File: config.mk
export PLATFORM = sky130hd
export DESIGN_NAME = uart_tx_fifo
export DESIGN_NICKNAME = d
export VERILOG_FILES = /design/src/rtl/uart_tx_fifo.sv
export SDC_FILE = /design/constraint.sdc
export NUM_CORES = 1
export LEC_CHECK = 0
export BUFFER_PORTS_ARGS = -buffer_cell sky130_fd_sc_hd__buf_2
export CAP_MARGIN = 10
export CELL_PAD_IN_SITES_DETAIL_PLACEMENT = 0
export CELL_PAD_IN_SITES_GLOBAL_PLACEMENT = 1
export CORE_UTILIZATION = 55
export CTS_CLUSTER_DIAMETER = 30
export DETAILED_ROUTE_END_ITERATION = 16
export GPL_ROUTABILITY_DRIVEN = 0
export PLACE_DENSITY_LB_ADDON = 0.12
export SYNTH_ARGS = -nofsm -noshare
export SYNTH_HDL_FRONTEND = slang
export SYNTH_SLANG_ARGS = --single-unit
File: constraint.sdc
create_clock -name clk -period 5.2 [get_ports clk]
set_clock_uncertainty 0.2 [all_clocks]
set_input_delay 0.26 -clock clk [delete_from_list [all_inputs] [get_ports clk]]
set_output_delay 0.26 -clock clk [all_outputs]
set_load 0.05 [all_outputs]
File: src/rtl/uart_tx_fifo.sv
// 8N1 UART transmitter fed by a valid/ready byte FIFO; frames are sent back to back
// while bytes are queued, and txd idles high.
module uart_tx_fifo #(
    parameter int CLK_FREQ   = 100_000_000,
    parameter int BAUD       = 115200,
    parameter int FIFO_DEPTH = 8
) (
    input  logic                               clk,
    input  logic                               rst,
    input  logic [7:0]                         tx_data,
    input  logic                               tx_valid,
    output logic                               tx_ready,
    output logic                               txd,
    output logic                               busy,
    output logic [$clog2(FIFO_DEPTH+1)-1:0]    fifo_count
);
    localparam int CLKS_PER_BIT = CLK_FREQ / BAUD;
    localparam int CW = $clog2(FIFO_DEPTH + 1);
    localparam int AW = $clog2(FIFO_DEPTH);
    localparam int BW = $clog2(CLKS_PER_BIT);
    localparam logic [CW-1:0] DEPTH_C    = CW'(FIFO_DEPTH);
    localparam logic [BW-1:0] LAST_CLK_C = BW'(CLKS_PER_BIT - 1);

    typedef enum logic [1:0] {
        ST_IDLE  = 2'd0,
        ST_START = 2'd1,
        ST_DATA  = 2'd2,
        ST_STOP  = 2'd3
    } state_t;

    logic [7:0]    mem_r [FIFO_DEPTH];
    logic [AW-1:0] wr_ptr_r;
    logic [AW-1:0] rd_ptr_r;
    logic [CW-1:0] count_r;
    state_t        state_r;
    state_t        state_next_s;
    logic [BW-1:0] clk_cnt_r;
    logic [BW-1:0] clk_cnt_next_s;
    logic [2:0]    idx_r;
    logic [2:0]    idx_next_s;
    logic [7:0]    shift_r;
    logic [7:0]    shift_next_s;
    logic          txd_r;
    logic          txd_next_s;
    logic          push_s;
    logic          pop_s;
    logic          nonempty_s;
    logic          bit_done_s;

    assign nonempty_s = (count_r != {CW{1'b0}});
    assign bit_done_s = (clk_cnt_r == LAST_CLK_C);
    assign tx_ready   = !rst && (count_r < DEPTH_C);
    assign push_s     = tx_valid && tx_ready;
    assign fifo_count = count_r;
    assign txd        = txd_r;
    assign busy       = (state_r != ST_IDLE) || nonempty_s;

    // FIFO storage; only written on an accepted handshake
    always_ff @(posedge clk) begin
        if (push_s) begin
            mem_r[wr_ptr_r] <= tx_data;
        end
    end

    // FIFO pointers and occupancy
    always_ff @(posedge clk or posedge rst) begin
        if (rst) begin
            wr_ptr_r <= {AW{1'b0}};
            rd_ptr_r <= {AW{1'b0}};
            count_r  <= {CW{1'b0}};
        end else begin
            if (push_s) begin
                wr_ptr_r <= wr_ptr_r + AW'(1);
            end
            if (pop_s) begin
                rd_ptr_r <= rd_ptr_r + AW'(1);
            end
            case ({push_s, pop_s})
                2'b10:   count_r <= count_r + CW'(1);
                2'b01:   count_r <= count_r - CW'(1);
                default: count_r <= count_r;
            endcase
        end
    end

    // Serialiser state; txd is registered from the next state so it changes with it
    always_ff @(posedge clk or posedge rst) begin
        if (rst) begin
            state_r   <= ST_IDLE;
            clk_cnt_r <= {BW{1'b0}};
            idx_r     <= 3'd0;
            shift_r   <= 8'h00;
            txd_r     <= 1'b1;
        end else begin
            state_r   <= state_next_s;
            clk_cnt_r <= clk_cnt_next_s;
            idx_r     <= idx_next_s;
            shift_r   <= shift_next_s;
            txd_r     <= txd_next_s;
        end
    end

    // Next-state logic; a pop in IDLE or at the end of STOP loads the next byte
    always_comb begin
        state_next_s   = state_r;
        clk_cnt_next_s = clk_cnt_r;
        idx_next_s     = idx_r;
        shift_next_s   = shift_r;
        pop_s          = 1'b0;
        case (state_r)
            ST_IDLE: begin
                clk_cnt_next_s = {BW{1'b0}};
                if (nonempty_s) begin
                    pop_s        = 1'b1;
                    shift_next_s = mem_r[rd_ptr_r];
                    state_next_s = ST_START;
                end else begin
                    state_next_s = ST_IDLE;
                end
            end
            ST_START: begin
                if (bit_done_s) begin
                    clk_cnt_next_s = {BW{1'b0}};
                    idx_next_s     = 3'd0;
                    state_next_s   = ST_DATA;
                end else begin
                    clk_cnt_next_s = clk_cnt_r + BW'(1);
                end
            end
            ST_DATA: begin
                if (bit_done_s) begin
                    clk_cnt_next_s = {BW{1'b0}};
                    shift_next_s   = {1'b0, shift_r[7:1]};
                    if (idx_r == 3'd7) begin
                        state_next_s = ST_STOP;
                    end else begin
                        idx_next_s = idx_r + 3'd1;
                    end
                end else begin
                    clk_cnt_next_s = clk_cnt_r + BW'(1);
                end
            end
            ST_STOP: begin
                if (bit_done_s) begin
                    clk_cnt_next_s = {BW{1'b0}};
                    if (nonempty_s) begin
                        pop_s        = 1'b1;
                        shift_next_s = mem_r[rd_ptr_r];
                        state_next_s = ST_START;
                    end else begin
                        state_next_s = ST_IDLE;
                    end
                end else begin
                    clk_cnt_next_s = clk_cnt_r + BW'(1);
                end
            end
            default: begin
                state_next_s   = ST_IDLE;
                clk_cnt_next_s = {BW{1'b0}};
            end
        endcase

        case (state_next_s)
            ST_START: txd_next_s = 1'b0;
            ST_DATA:  txd_next_s = shift_next_s[0];
            default:  txd_next_s = 1'b1;
        endcase
    end

endmodule

==> results.cfg <==
[placed_design]
postPlaceCellArea_um2 = 4544
io_buffers = 17
dp_hpwl_um = 4943

[cells_and_area]
nFillCells = 607
layout_common_cells = edfxtp_1 (64), nor2_1 (33), dfrtp_1 (33)
fin_area_um2 = 4817
multi_input_area_um2 = 1513
seq_area_um2 = 2774
num_antenna_cells = 0
layout_commonest_cell = edfxtp_1
drive_above_1_share = 0.2018
syn_to_final_growth_pct = 10.54
nets = 351

[timing]
finalHoldViolCount = 0
fin_crit_sh = 0.5936
hold-worst-slack_ps = 147.7
finalSetupViolations = 0
drv_slew = 0
rsz0062_at_grt = no
layout_min_cycle_time_ps = 3087
clock.fmax_mhz = 324.0
slew_headroom = 0.3861
worst_pin_slew_ps = 917.5
setup_tns_ps = 0

[synth]
ys_types = 44
netlist_area_um2 = 4358
synth-seq-cells = 98
synth_edf_count = 64
synth_flop_cell = edfxtp_1
async_flop_share = 0.3469
synth_top_cells_by_area = edfxtp_1 (44%), dfrtp_1 (19%), mux4_2 (8.3%)
yosysTopAreaCell = edfxtp_1
yosys_warnings = 0
syn_avg_cell_area_um2 = 14.58
postSynthCellCount = 299
synth_top_area_frac = 0.4410
syn-num-nets = 323
seq_area_frac_synth = 0.6365

[detailed_routing]
drcViolationCount = 0
viasPerCell = 5.677
wirelength_um = 7404
dr.pass1.iters = 4
routedWlPerCell_um = 17.06
via_count = 2464
drtIter0Drc = 94
detail-route-antenna-nets = 0

[power_and_ir_drop]
peakVddDrop_mv = 0.2589
leakagePower_nw = 1.781
power.density_nw_per_um2 = 474.4

[clocking]
clock-sinks = 98
path_clk_slew_ps = 100
ctsHoldBuffers = 9
post_cts_resized = 0
cts_made_buffers = 9
cts_tree = yes
clock_latency_ps = 360
cts_buffer_depth = 2
htreeDepth = 3
cts_root_buffer = clkbuf_8
cts_setup_buffers = 0

[grt]
grt_max_degree = 35
grt_usage = 0.2045
grt-ovfl-total = 0
antenna_found_initial = 0
grt_pass1_vias = 2539
grt_pass1_wl_um = 12620

[worst_hold_path]
hp-class = in -> reg

[die]
dieArea_um2 = 8284
core_um2 = 7687
die_y_um = 91.02
start_util = 0.5669
num_io_pins = 18
die_x_um = 91.02
rows = 32

[setup_path]
cp-start-kind = register
critPathCaptureType = register
critical_path_peak_fanout = 6
cpMaxStageDelayCell = nor3_1
rr_endpoint = fifo_count[2]
cp_cell_sequence = ha_1, nor3b_4, a41oi_1, nor3_1, ha_1, xor2_1, ha_1, a21oi_1, xor2_1, nor2_1, xor2_1
cp.arrival_ps = 3140
critPathKind = reg -> reg
ff2ff_setup_slack_ps = 2110
r2r_cells = 11
worstPathRequired_ps = 5250
crit_end = fifo_count[2]
cpPeakStageDelay_ps = 520
r2r-start = clk_cnt_r[0]
startpoint = clk_cnt_r[0]

[flow_run]
cap_viol_max_count = 0

[status]
status = finished, final reports clean
cell usage after synthesis, drive strengths merged (3+ instances only):
library cell,count
edfxtp,64
dfrtp,33
nor2,33
mux4,16
o21ai,14
a21oi,13
ha,13
nand2,11
mux2i,10
a22oi,9
xor2,9
clkbuf,8
nor3,8
xnor2,8
inv,6
nand2b,5
nand3,5
and3,3
buf,3
mux2,3
nand3b,3
metrics by stage:
step                  util  worst slack, ps  instances  power (W)
floorplan                -             1963        299   0.001681
global placement    0.5911             2143        409   0.001842
detailed placement  0.5911             2100        409   0.001853
CTS                 0.6266             2085        434   0.002313
global route        0.6266             1729        434   0.002439
finish              0.6266             2113        434   0.002285
how the worst min path moves through the flow:
stage / from / end / slack, ps / depth (start not counted)
after global routing: tx_valid / wr_ptr_r[0] / 190 / 3
after floorplan: tx_data[0] / mem_r[0][0] / 160 / 0
after global placement: rst / wr_ptr_r[0] / 190 / 3
final: tx_valid / wr_ptr_r[0] / 150 / 3
after CTS: tx_valid / wr_ptr_r[0] / 140 / 3
after detailed placement: rst / wr_ptr_r[0] / 210 / 3
sequential cells by signal (all words and copies together) (netlist names), 2 cells and up:
signal      flops
clk_cnt_r      10
rd_ptr_r        3
wr_ptr_r        3
idx_r           3
shift_r         8
mem_r          64
fifo_count      4
state_r         2
logic make-up after synthesis:
logic type / after synthesis / share of synthesized area
muxes: 29 / 0.1134
xor gates and xnor gates: 17 / 0.03417
DFF: 98 / 0.6365
and+or+nand+nor: 79 / 0.09533
buffers and inverters: 18 / 0.02010
AOI/OAI and AO/OA: 45 / 0.06316
adders and majority gates: 13 / 0.03733
worst max-delay path: cells and delay by family, from the launching register on:
family / cells / cell delay (ps)
adder cells (fa/ha/maj): 3 / 770
flip-flops: 1 / 390
AO/OA/AOI/OAI: 2 / 340
AND/OR/NAND/NOR: 3 / 870
XOR/XNOR: 3 / 400
routing by layer:
layer,GRT usage,part of all wire
met4,0.08598,0.018
met3,0.03769,0.019
met5,0,0
met1,0.2596,0.44
met2,0.3472,0.52
area by class of cell:
cell class                      instances  area share
Tap cell                              102     0.02649
Clock inverter                          7     0.01221
Clock buffer                            9     0.02571
Multi-Input combinational cell        183      0.3140
Timing Repair Buffer                   29     0.04104
Sequential cell                        98      0.5758
Inverter                                6    0.004675
where the power goes:
part           internal, W  total, W  switching [W]
Clock             0.000182  0.000456       0.000274
Sequential        0.000948   0.00109       0.000144
Combinational     0.000338  0.000737       0.000399
(Power assumes the default switching activity.)
